File: src/rtl/imm_ext_pipe_if.sv
// Handshake bundle for imm_ext_pipe: request side (in_*) and result side (out_*).
// The unit takes the slave view; the producer/consumer pair takes the master view.
interface imm_ext_pipe_if #(
    parameter int IN_W  = 16,
    parameter int OUT_W = 32
);
    logic             in_valid;
    logic             in_ready;
    logic [IN_W-1:0]  in_imm;
    logic [2:0]       in_mode;
    logic [OUT_W-1:0] in_pc;
    logic             out_valid;
    logic             out_ready;
    logic [OUT_W-1:0] out_imm;
    logic             out_err;
    logic [2:0]       count;

    modport master (
        output in_valid, in_imm, in_mode, in_pc, out_ready,
        input  in_ready, out_valid, out_imm, out_err, count
    );

    modport slave (
        input  in_valid, in_imm, in_mode, in_pc, out_ready,
        output in_ready, out_valid, out_imm, out_err, count
    );
endinterface

File: src/rtl/imm_ext_pipe.sv
// Registered immediate extension with a DEPTH-entry result buffer.
// Define IMM_EXT_BTA_EN to build the mode-100 branch-target adder.
module imm_ext_pipe #(
    parameter int IN_W  = 16,
    parameter int OUT_W = 32,
    parameter int DEPTH = 2
) (
    input  logic clk,
    input  logic rst,
    imm_ext_pipe_if.slave bus
);
    localparam int PW = (DEPTH > 1) ? $clog2(DEPTH) : 1;
    localparam logic [PW-1:0] LAST = PW'(DEPTH - 1);
    localparam logic [2:0] DEPTH_C = 3'(DEPTH);

    logic [OUT_W-1:0] data_q [DEPTH];
    logic [DEPTH-1:0] err_q;
    logic [PW-1:0]    wr_ptr;
    logic [PW-1:0]    rd_ptr;
    logic [2:0]       count_q;

    logic             push;
    logic             pop;
    logic [OUT_W-1:0] zx;
    logic [OUT_W-1:0] sx;
    logic [OUT_W-1:0] lx;
    logic [OUT_W-1:0] bx;
    logic [OUT_W-1:0] res;
    logic             res_err;

    function automatic logic [PW-1:0] nxt(input logic [PW-1:0] p);
        return (p == LAST) ? '0 : p + 1'b1;
    endfunction

    assign zx = OUT_W'(bus.in_imm);
    assign sx = OUT_W'($signed(bus.in_imm));
    assign lx = zx << (OUT_W - IN_W);
    assign bx = sx << 2;

`ifdef IMM_EXT_BTA_EN
    logic [OUT_W-1:0] tx;
    assign tx = bus.in_pc + bx;
`else
    logic unused_pc;
    assign unused_pc = ^bus.in_pc;
`endif

    always_comb begin
        res     = '0;
        res_err = 1'b0;
        unique case (bus.in_mode)
            3'b000: res = zx;
            3'b001: res = sx;
            3'b010: res = lx;
            3'b011: res = bx;
`ifdef IMM_EXT_BTA_EN
            3'b100: res = tx;
`endif
            default: begin
                res     = '0;
                res_err = 1'b1;
            end
        endcase
    end

    // in_ready looks only at the registered count, so a full buffer
    // refuses a push even while the head is being popped.
    assign bus.in_ready  = (count_q < DEPTH_C);
    assign bus.out_valid = (count_q != 3'd0);
    assign bus.out_imm   = bus.out_valid ? data_q[rd_ptr] : '0;
    assign bus.out_err   = bus.out_valid ? err_q[rd_ptr] : 1'b0;
    assign bus.count     = count_q;

    assign push = bus.in_valid && bus.in_ready;
    assign pop  = bus.out_valid && bus.out_ready;

    always_ff @(posedge clk) begin
        if (rst) begin
            wr_ptr  <= '0;
            rd_ptr  <= '0;
            count_q <= '0;
        end else begin
            if (push) begin
                data_q[wr_ptr] <= res;
                err_q[wr_ptr]  <= res_err;
                wr_ptr         <= nxt(wr_ptr);
            end
            if (pop) begin
                rd_ptr <= nxt(rd_ptr);
            end
            unique case ({push, pop})
                2'b10:   count_q <= count_q + 3'd1;
                2'b01:   count_q <= count_q - 3'd1;
                default: count_q <= count_q;
            endcase
        end
    end
endmodule
File: src/flat_wrapper.sv
// flat-port wrapper written by rule: the top's interface ports become plain ports
module imm_ext_pipe_flat 
#(
    parameter int IN_W  = 16,
    parameter int OUT_W = 32,
    parameter int DEPTH = 2
)
  (clk, rst, bus_in_valid, bus_in_imm, bus_in_mode, bus_in_pc, bus_out_ready, bus_in_ready, bus_out_valid, bus_out_imm, bus_out_err, bus_count);
  imm_ext_pipe_if #(.IN_W(IN_W), .OUT_W(OUT_W)) bus_i ();
  input  logic clk;
  input  logic rst;
  input wire logic [$bits(bus_i.in_valid)-1:0] bus_in_valid;
  input wire logic [$bits(bus_i.in_imm)-1:0] bus_in_imm;
  input wire logic [$bits(bus_i.in_mode)-1:0] bus_in_mode;
  input wire logic [$bits(bus_i.in_pc)-1:0] bus_in_pc;
  input wire logic [$bits(bus_i.out_ready)-1:0] bus_out_ready;
  output wire logic [$bits(bus_i.in_ready)-1:0] bus_in_ready;
  output wire logic [$bits(bus_i.out_valid)-1:0] bus_out_valid;
  output wire logic [$bits(bus_i.out_imm)-1:0] bus_out_imm;
  output wire logic [$bits(bus_i.out_err)-1:0] bus_out_err;
  output wire logic [$bits(bus_i.count)-1:0] bus_count;
  assign bus_i.in_valid = bus_in_valid;
  assign bus_i.in_imm = bus_in_imm;
  assign bus_i.in_mode = bus_in_mode;
  assign bus_i.in_pc = bus_in_pc;
  assign bus_i.out_ready = bus_out_ready;
  assign bus_in_ready = bus_i.in_ready;
  assign bus_out_valid = bus_i.out_valid;
  assign bus_out_imm = bus_i.out_imm;
  assign bus_out_err = bus_i.out_err;
  assign bus_count = bus_i.count;
  imm_ext_pipe #(.IN_W(IN_W), .OUT_W(OUT_W), .DEPTH(DEPTH)) u_core (.clk(clk), .rst(rst), .bus(bus_i));
endmodule
File: config.mk
export PLATFORM = sky130hd
export DESIGN_NAME = imm_ext_pipe_flat
export DESIGN_NICKNAME = d
export VERILOG_FILES = /design/src/rtl/imm_ext_pipe_if.sv /design/src/rtl/imm_ext_pipe.sv /design/src/flat_wrapper.sv
export SDC_FILE = /design/constraint.sdc
export NUM_CORES = 1
export LEC_CHECK = 0
export CAP_MARGIN = 20
export CORE_ASPECT_RATIO = 1.1
export CORE_MARGIN = 5
export CORE_UTILIZATION = 30
export CTS_BUF_LIST = sky130_fd_sc_hd__clkbuf_8
export DETAILED_ROUTE_END_ITERATION = 10
export GPL_ROUTABILITY_DRIVEN = 0
export PLACE_DENSITY_LB_ADDON = 0.12
export SLEW_MARGIN = 10
export SYNTH_ARGS = -nofsm -noshare
export SYNTH_HDL_FRONTEND = slang
export SYNTH_SLANG_ARGS = --single-unit
File: constraint.sdc
create_clock -name clk -period 3.5 [get_ports clk]
set_input_delay 1.05 -clock clk [delete_from_list [all_inputs] [get_ports clk]]
set_output_delay 1.05 -clock clk [all_outputs]
set_load 0.1 [all_outputs]
# Word level (Yosys, flattened, before mapping)
# Memory sizes are Yosys's and may differ from the RTL's. A register that Yosys moved wholly into a read port is not among the register bits.
# Index checks and enable logic that the tools add are counted.
totals:
  ramBits: 64
  memories: 1
  in_bits: 55
  register_bits: 7
  elab_cells: 44
  output_inout_bits: 38
memory_table:
  columns: ["name", "depth", "width", "read_ports", "rd_ports_with_merged_regs", "wr", "line", "rtl"]
  rows:
  - ["u_core.data_q", 2, 32, 1, 1, 1, "imm_ext_pipe.sv:16", "logic [OUT_W-1:0] data_q [DEPTH];"]
op_classes:
  eq_ne: 5
  n_addsub: 4
  reduce_logical: 8
  n_mux: 17
  n_bitwise: 1
  n_lt_le_gt_ge: 4
ops:
  columns: ["cell", "n"]
  rows:
  - ["case mux 32 bit (4 select lines)", 1]
  - ["two-way mux 32 bit", 1]
  - ["two-way mux 1 bit", 12]
  - ["equality test 3 x 2 -> 1 bit (second input constant)", 2]
  - ["case mux 3 bit (2 select lines)", 1]
  - ["less-than comparator 1 x 2 -> 1 bit (second input constant)", 2]
  - ["OR reduction 4 bit", 1]
  - ["adder 3 x 1 -> 3 bit (second input constant)", 1]
  - ["equality test 3 x 1 -> 1 bit (second input constant)", 1]
  - ["logical AND 1 bit", 3]
  - ["logical NOT 3 bit", 1]
  - ["less-than comparator 3 x 2 -> 1 bit (second input constant)", 1]
  - ["nonzero test 3 bit", 1]
  - ["subtractor 3 x 1 -> 3 bit (second input constant)", 1]
  - ["adder 1 bit (second input constant)", 2]
  - ["bitwise mux 2 bit", 1]
  - ["equality test 2 x 1 -> 1 bit (second input constant)", 1]
  - ["equality test 2 bit (second input constant)", 1]
  - ["AND reduction 2 bit", 1]
  - ["nonzero test 2 bit", 1]
  - ["demux 1 bit (select 1 bit)", 1]
  - ["greater-or-equal comparator 1 bit (second input constant)", 1]
  - ["NOT 1 bit", 1]

# Logic depth before layout (Yosys ltp)
# Gate-level depths: netlist of the first run.
depth:
  depth_word: 5
  ltp_mapped: 8
  mapped_depth_nobuf: 8

# Least setup slack after synthesis of the first run
# OpenSTA, ideal clock, no wires.
synth_timing:
  path_type: "register to output"
  startpoint: "register u_core.count_q[2] (netlist: u_core.bus.count[2])"
  endpoint: "output bus_out_imm[22]"
  t_required_ns: 2.450
  t_arrival_ns: 2.729
  stages_incl_launch_ff: 4
  slack_ns: -0.279
  path_buffers: 1
  path_cell_list: "dfxtp_1 nor3_4 buf_6 nor2_1"
synth_between:
  elab_chain_cells: 2
synth_lines:
  columns: ["element", "line", "rtl"]
  rows:
  - ["start, declared", "imm_ext_pipe.sv:20", "logic [2:0] count_q;"]
  - ["start signal, assigned", "imm_ext_pipe.sv:92", "2'b10: count_q <= count_q + 3'd1;"]
  - ["start signal, assigned", "imm_ext_pipe.sv:93", "2'b01: count_q <= count_q - 3'd1;"]
  - ["start signal, assigned", "imm_ext_pipe.sv:94", "default: count_q <= count_q;"]
  - ["nonzero test 3 bit", "imm_ext_pipe.sv:69", "assign bus.out_valid = (count_q != 3'd0);"]
  - ["two-way mux 32 bit", "imm_ext_pipe.sv:70", "assign bus.out_imm = bus.out_valid ? data_q[rd_ptr] : '0;"]
  - ["end, declared", "flat_wrapper.sv:19", "output wire logic [$bits(bus_i.out_imm)-1:0] bus_out_imm;"]
# No other way between the ends.

==> impl_metrics.py, run 1 <==
metrics = {
    "run_status": {
        "status": "finished clean",
    },
    "global_routing": {
        "grt_pass1_vias": 2192,
        "antenna_found_initial": 0,
        "grt_max_degree": 35,
        "track_usage": 0.1134,
        "grt_pass1_wl_um": 11710,
        "grt_remaining_overflow": 0,
    },
    "clock_tree": {
        "cts_resized": 0,
        "cts_sinks": 72,
        "clk_latency_ns": 0.34,
        "hold_buffers": 0,
        "cts_tree": "yes",
        "cts_inserted_buffers": 9,
        "cts-root-buf": "clkbuf_8",
        "htree_num_levels": 3,
        "cts.clk_slew.worst_paths_ns": 0.08,
        "cts_setup_buffers": 0,
        "cts_buffer_depth": 2,
    },
    "floorplan": {
        "start_util": 0.3052,
        "rows": 40,
        "coreArea_sq_um": 10910,
        "fp.dieH_um": 120.5,
        "io_pins": 93,
        "die_area_sq_um": 13310,
        "die_w_um": 110.4,
    },
    "logic_synthesis": {
        "yosys_warnings": 0,
        "syn_inst": 263,
        "async_flop_share": 0,
        "ys_seq_area_frac": 0.6313,
        "mappedNetlistNets": 320,
        "ys_ff_latch": 72,
        "avgSynthCellArea_sq_um": 12.66,
        "synth-edff-count": 66,
        "ys.flop_type": "edfxtp_1",
        "synth_cell_types": 29,
        "synth_area_sq_um": 3329,
    },
    "critical_path": {
        "startpoint_type": "register",
        "critPathRequiredTime_ns": 2.45,
        "critPathArrivalTime_ns": 1.75,
        "worstSetupPathType": "reg -> out",
        "worstPathMaxFanout": 16,
        "end_kind": "primary output",
    },
    "timing": {
        "finalCritPeriodShare": 0.8014,
        "setup_viol": 0,
        "tns_ns": 0,
        "worst_slew_pin_slew_ns": 0.5123,
        "skew_ns": 0.007651,
        "slew_viol_final": 0,
        "rsz0062_at_grt": "no",
        "setup_ws_ns": 0.6952,
        "timing.final.crit_period_ns": 2.805,
        "hold_viol_final": 0,
        "relSlewSlack": 0.6576,
        "fmax_mhz": 356.5,
    },
    "finish": {
        "area_delta_synth_final_pct": 38.52,
        "n_antenna_cell": 0,
        "layout.nets": 381,
        "drive_gt1_frac": 0.2553,
    },
    "placed_design": {
        "dp_slack_ns": 0.4690,
        "port_buffers": 60,
        "place_hpwl_um": 4881,
    },
    "drt": {
        "dr.pass1.iters": 4,
        "wl_per_cell_um": 15.46,
        "drt-total-wl_um": 7360,
        "drcViolationCount": 0,
        "drt_iter0_drc": 89,
        "route.vias.total": 2097,
        "vias_per_cell": 4.405,
        "ant_nets": 0,
    },
    "job": {
        "maxCapViolCount": 0,
    },
    "worst_hold_path": {
        "hp-class": "reg -> reg",
    },
}
[cells by family (layout without fill, tap and decap cells)]
| logic type | count (synthesis) | count (layout) | synth area share |
|---|---|---|---|
| adder cells (fa/ha/maj) | 2 | 2 | 0.009770 |
| AO/OA/AOI/OAI | 34 | 34 | 0.05675 |
| buffers and inverters | 23 | 89 | 0.04359 |
| multiplexers | 34 | 34 | 0.1022 |
| flip-flops | 72 | 72 | 0.6313 |
| XOR/XNOR | 4 | 4 | 0.01052 |
| AND/OR/NAND/NOR | 94 | 94 | 0.1458 |
[worst paths after layout]
kind,depth (start not counted),slack [ns],to,startpoint
worst max-delay path,4,0.70,bus_out_imm[11],register
worst min-delay path,2,0.55,u_core.wr_ptr,u_core.wr_ptr
worst max register to register,8,1.45,u_core.bus.count[2],u_core.bus.count[2]
worst min register to register,2,0.55,u_core.wr_ptr,u_core.wr_ptr
[sequential cells by signal, summed over array words and instances (netlist names), named ones only]
signal and flops:
u_core.rd_ptr 1, u_core.wr_ptr 1, u_core.bus.count 3, u_core.err_q 2, u_core.data_q 64
[metal layers]
metal,share of wire,track usage
met2,0.47,0.1775
met3,0.046,0.02352
met4,0.027,0.06159
met5,0,0
met1,0.46,0.1473
[placed cells by master (no fill, tap or decap), types with 2 or more instances in the layout]
cell type	Yosys	final
edfxtp_1	66	66
nor2_1	55	53
mux2i_1	34	34
buf_12	0	33
a21oi_1	31	31
clkdlybuf4s50_1	0	22
nand2_1	15	15
and2b_2	13	13
buf_4	5	12
clkbuf_8	0	9
inv_1	5	5
dfxtp_1	6	5
nor3b_1	3	3
xor2_1	3	3
bufinv_16	0	3
nor2_2	0	2
clkinv_4	0	2
[stage by stage]
step                      instances  cell area, sq um  hold WS, ns    util
after floorplan                 263              3334       0.4910       -
after global placement          460              4368       0.5102  0.4003
after detailed placement        460              4368       0.5336  0.4003
after CTS                       476              4612       0.5537  0.4227
after global routing            476              4612       0.5727  0.4227
final                           476              4612       0.5532  0.4227
[cells in the mapped netlist, types with 2 or more instances]
cell type	n	area, sq um
nand2_1	15	56.30
nor2_1	55	206.5
dfxtp_1	6	120.1
buf_6	5	56.30
nor3b_1	3	22.52
and2b_2	13	113.9
xor2_1	3	26.28
a21oi_1	31	155.2
buf_2	2	10.01
clkbuf_1	5	18.77
edfxtp_1	66	1982
mux2i_1	34	340.3
buf_4	5	37.54
inv_1	5	18.77
[critical path, cell delays in order (launching register included)]
cell,delay [ns]
dfxtp_2,0.47
buf_4,0.34
mux2i_1,0.30
nor2_1,0.11
buf_12,0.19
[cell type report]
| type | instances | area (sq um) |
|---|---|---|
| Tap cell | 147 | 183.9 |
| Multi-Input combinational cell | 168 | 1087 |
| Timing Repair Buffer | 67 | 970.9 |
| Inverter | 6 | 22.52 |
| Clock buffer | 9 | 123.9 |
| Fill cell | 1072 | 6299 |
| Sequential cell | 72 | 2103 |
| Clock inverter | 7 | 120.1 |
Power of run 1 is left out: the tool's default activity adds up to more than one toggle a clock period on the data nets, which glitch-free logic cannot reach.
==> inputs of run 2 (changes only) <==
clock period = 2.5 ns   (was 3.5 ns; I/O delays follow)
==> run 2 against run 1 <==
Compared with the run above: hold slack lost 0.011 ns; flip-flop and latch count unchanged; global-route usage rose by 0.47 points; die area unchanged; critical path type is now in -> reg.
==> impl_metrics.py, run 2 (synthesized netlist as in run 1, its figures left out) <==
metrics = {
    "timing": {
        "skew_ns": 0.004853,
        "timing.final.crit_period_ns": 2.354,
        "worst_slew_pin_slew_ns": 0.4793,
        "hold_viol_final": 0,
        "finalCritPeriodShare": 0.9417,
        "fmax_mhz": 424.8,
        "rsz0062_at_grt": "no",
        "relSlewSlack": 0.6797,
        "slew_viol_final": 0,
        "setup_viol": 0,
    },
    "floorplan": {
        "die_area_sq_um": 13310,
        "die_w_um": 110.4,
        "fp.dieH_um": 120.5,
        "coreArea_sq_um": 10910,
        "start_util": 0.3052,
        "io_pins": 93,
        "rows": 40,
    },
    "drt": {
        "wl_per_cell_um": 15.39,
        "dr.pass1.iters": 4,
        "drt_iter0_drc": 100,
        "drt-total-wl_um": 7417,
        "ant_nets": 0,
        "route.vias.total": 2142,
        "vias_per_cell": 4.444,
        "drcViolationCount": 0,
    },
    "critical_path": {
        "critPathArrivalTime_ns": 2.61,
        "critPathRequiredTime_ns": 2.76,
        "end_kind": "register",
        "startpoint_type": "primary input",
        "worstPathMaxFanout": 2,
        "worstSetupPathType": "in -> reg",
    },
    "run_status": {
        "status": "finished clean",
    },
    "clock_tree": {
        "cts_buffer_depth": 2,
        "cts_inserted_buffers": 9,
        "cts_tree": "yes",
        "cts_setup_buffers": 0,
        "cts_sinks": 72,
        "clk_latency_ns": 0.33,
        "htree_num_levels": 3,
        "hold_buffers": 0,
        "cts_resized": 0,
        "cts-root-buf": "clkbuf_8",
        "cts.clk_slew.worst_paths_ns": 0.07,
    },
    "finish": {
        "final_common_cell": "edfxtp_1",
        "drive_gt1_frac": 0.3672,
        "layout.nets": 387,
        "top_register": "u_core.data_q",
        "n_antenna_cell": 0,
        "fin_util": 0.4327,
        "final_cell_mix": "edfxtp_1 (66), buf_12 (38), mux2i_1 (34)",
        "area_delta_synth_final_pct": 41.79,
        "largest_reg_flops": 64,
    },
    "job": {
        "maxCapViolCount": 0,
    },
    "placed_design": {
        "port_buffers": 60,
        "place_hpwl_um": 5182,
    },
    "global_routing": {
        "grt_remaining_overflow": 0,
        "grt_pass1_wl_um": 12220,
        "grt_max_degree": 35,
        "grt_pass1_vias": 2315,
        "track_usage": 0.1181,
        "antenna_found_initial": 0,
    },
    "worst_hold_path": {
        "hp-class": "reg -> reg",
    },
}
-- run 2: worst max-delay path, stage by stage --
cell and delay (ns):
clkdlybuf4s50_1 0.51, o31ai_4 0.09, inv_1 0.07, ha_1 0.16
inv_1 0.05, fa_1 0.37, xor2_1 0.17, or3_1 0.30
a21oi_1 0.14
-- run 2: path summary, 6_finish.rpt --
| kind | from | endpoint | slack (ns) | depth (start not counted) |
|---|---|---|---|---|
| worst max-delay path | bus_out_ready | u_core.bus.count[2] | 0.15 | 9 |
| worst min-delay path | u_core.wr_ptr | u_core.wr_ptr | 0.54 | 2 |
| worst max register to register | u_core.bus.count[2] | u_core.bus.count[2] | 0.59 | 8 |
| worst min register to register | u_core.wr_ptr | u_core.wr_ptr | 0.54 | 2 |
-- run 2: metal layers --
layer | routed length [um] | global-route usage
met1 | 3295 | 0.1473
met2 | 3762 | 0.1988
met3 | 255 | 0.02753
met4 | 104 | 0.04619
met5 | 0 | 0
-- run 2: final cells by class --
class | instances | area (sq um)
fillers | 1069 | 6190
flip-flops and latches | 72 | 2107
multi-input cells | 168 | 1174
repair buffers | 73 | 1079
well taps | 147 | 183.9
clock buffers | 9 | 123.9
clock inverters | 7 | 31.28
inverters | 6 | 22.52
-- run 2: metrics by stage --
step,cells,setup TNS (ns),worst slack [ns],hold slack [ns],area (sq um)
5_1_grt,482,0,0.009679,0.5827,4721
3_5_place_dp,466,-0.2104,-0.2104,0.5256,4566
6_report,482,0,0.1457,0.5422,4721
2_1_floorplan,263,-5.088,-0.1731,0.4912,3425
4_1_cts,482,0,0.1370,0.5461,4721
3_3_place_gp,466,-0.1801,-0.1801,0.5134,4566
Power of run 2 is left out for the same reason.
==> inputs of run 3 (changes only) <==
clock period = 3 ns   (was 2.5 ns; I/O delays follow)
==> run 3 against run 2 <==
Compared with the run above: setup slack better by 0.33 ns; critical path depth stayed put; first-iteration DRC count is 18% higher; global-route usage is 0.19 points lower; cell area is 0.42% lower; clock skew is 0.0036 ns higher; flip-flop and latch count stayed put; critical path type unchanged.
==> impl_metrics.py, run 3 (synthesized netlist as in run 1, its figures left out) <==
metrics = {
    "timing": {
        "tns_ns": 0,
        "skew_ns": 0.008436,
        "finalCritPeriodShare": 0.8420,
        "holdWs_ns": 0.5299,
        "worst_slew_pin_slew_ns": 0.4717,
        "setup_viol": 0,
        "hold_viol_final": 0,
        "fmax_mhz": 395.9,
        "relSlewSlack": 0.6848,
        "rsz0062_at_grt": "no",
        "slew_viol_final": 0,
        "timing.final.crit_period_ns": 2.526,
    },
    "finish": {
        "layout.cells.non_filler": 476,
        "top_register": "u_core.data_q",
        "area_delta_synth_final_pct": 41.19,
        "drive_gt1_frac": 0.3556,
        "layout.nets": 381,
        "largest_reg_flops": 64,
        "final_cell_mix": "edfxtp_1 (66), buf_12 (36), mux2i_1 (34), nor2_2 (34), a21oi_1 (31)",
        "n_antenna_cell": 0,
        "fin_util": 0.4308,
        "final_common_cell": "edfxtp_1",
    },
    "worst_hold_path": {
        "hp-start": "u_core.wr_ptr",
        "hp-class": "reg -> reg",
    },
    "clock_tree": {
        "hold_buffers": 0,
        "cts_sinks": 72,
        "cts_tree": "yes",
        "cts_resized": 0,
        "cts_inserted_buffers": 9,
        "clk_latency_ns": 0.34,
        "cts_buffer_depth": 2,
        "cts-root-buf": "clkbuf_8",
        "cts_setup_buffers": 0,
        "htree_num_levels": 3,
        "cts.clk_slew.worst_paths_ns": 0.07,
    },
    "drt": {
        "vias_per_cell": 4.532,
        "ant_nets": 0,
        "dr.pass1.iters": 4,
        "drcViolationCount": 0,
        "drt-total-wl_um": 7390,
        "drt_iter0_drc": 118,
        "wl_per_cell_um": 15.53,
        "route.vias.total": 2157,
    },
    "critical_path": {
        "crit_family": "buffers and inverters",
        "worstPathMaxFanout": 2,
        "worstSetupPathType": "in -> reg",
        "crit_path_top_delay_cell": "clkdlybuf4s50_1",
        "r2r_start": "u_core.bus.count[2]",
        "path_cells": "clkdlybuf4s50_1, o31ai_4, inv_1, ha_1, inv_1, fa_1, xor2_1, or3_1, a21oi_1",
        "end_kind": "register",
        "critPathRequiredTime_ns": 3.27,
        "startpoint_type": "primary input",
        "critPathBufInv": 3,
        "path_common_cell": "inv_1",
        "cp-startpoint": "bus_out_ready",
        "critPathArrivalTime_ns": 2.79,
        "critPathMaxStageDelay_ns": 0.50,
    },
    "job": {
        "maxCapViolCount": 0,
    },
    "global_routing": {
        "grt_max_degree": 35,
        "grt_pass1_wl_um": 12150,
        "grt_remaining_overflow": 0,
        "antenna_found_initial": 0,
        "grt_pass1_vias": 2307,
        "track_usage": 0.1162,
    },
    "floorplan": {
        "die_w_um": 110.4,
        "fp.dieH_um": 120.5,
        "rows": 40,
        "coreArea_sq_um": 10910,
        "io_pins": 93,
        "start_util": 0.3052,
        "die_area_sq_um": 13310,
    },
    "run_status": {
        "status": "finished clean",
    },
    "placed_design": {
        "placed_cells": 460,
        "port_buffers": 60,
        "place_hpwl_um": 5164,
    },
}
==> run 3: per-layer routing <==
metal  GRT usage  up-vias  share of wire
li1            -     1048              -
met1      0.1465     1042           0.44
met3     0.02653       11          0.039
met5           0        -              0
met2      0.1923       56           0.50
met4     0.04927        0          0.020
==> run 3: area by class of cell <==
cell class              instances  area [sq um]
well taps                     147         183.9
fillers                      1075          6210
clock buffers                   9         123.9
inverters                       6         22.52
multi-input cells             168          1167
repair buffers                 67          1008
clock inverters                 7         87.58
flip-flops and latches         72          2107
==> run 3: worst reg2reg max path: cells and delay by family (launching register included) <==
kind / cells / cell delay (ns)
fa+ha+maj: 2 / 0.54
flops: 1 / 0.45
simple gates: 1 / 0.31
compound gates: 2 / 0.25
xor+xnor: 1 / 0.18
buf+inv: 2 / 0.12
==> run 3: final timing paths <==
| kind | slack (ns) | depth (start not counted) | end |
|---|---|---|---|
| worst max-delay path | 0.47 | 9 | u_core.bus.count[2] |
| worst min-delay path | 0.53 | 2 | u_core.wr_ptr |
| worst max register to register | 1.07 | 8 | u_core.bus.count[2] |
| worst min register to register | 0.53 | 2 | u_core.wr_ptr |
==> run 3: metrics by stage <==
step           setup WS (ns)  instance area (sq um)
2_1_floorplan        0.09705                   3418
3_3_place_gp          0.1508                   4489
3_5_place_dp          0.1087                   4489
4_1_cts               0.4733                   4701
5_1_grt               0.3575                   4701
6_report              0.4741                   4701
Power of run 3 is left out for the same reason.
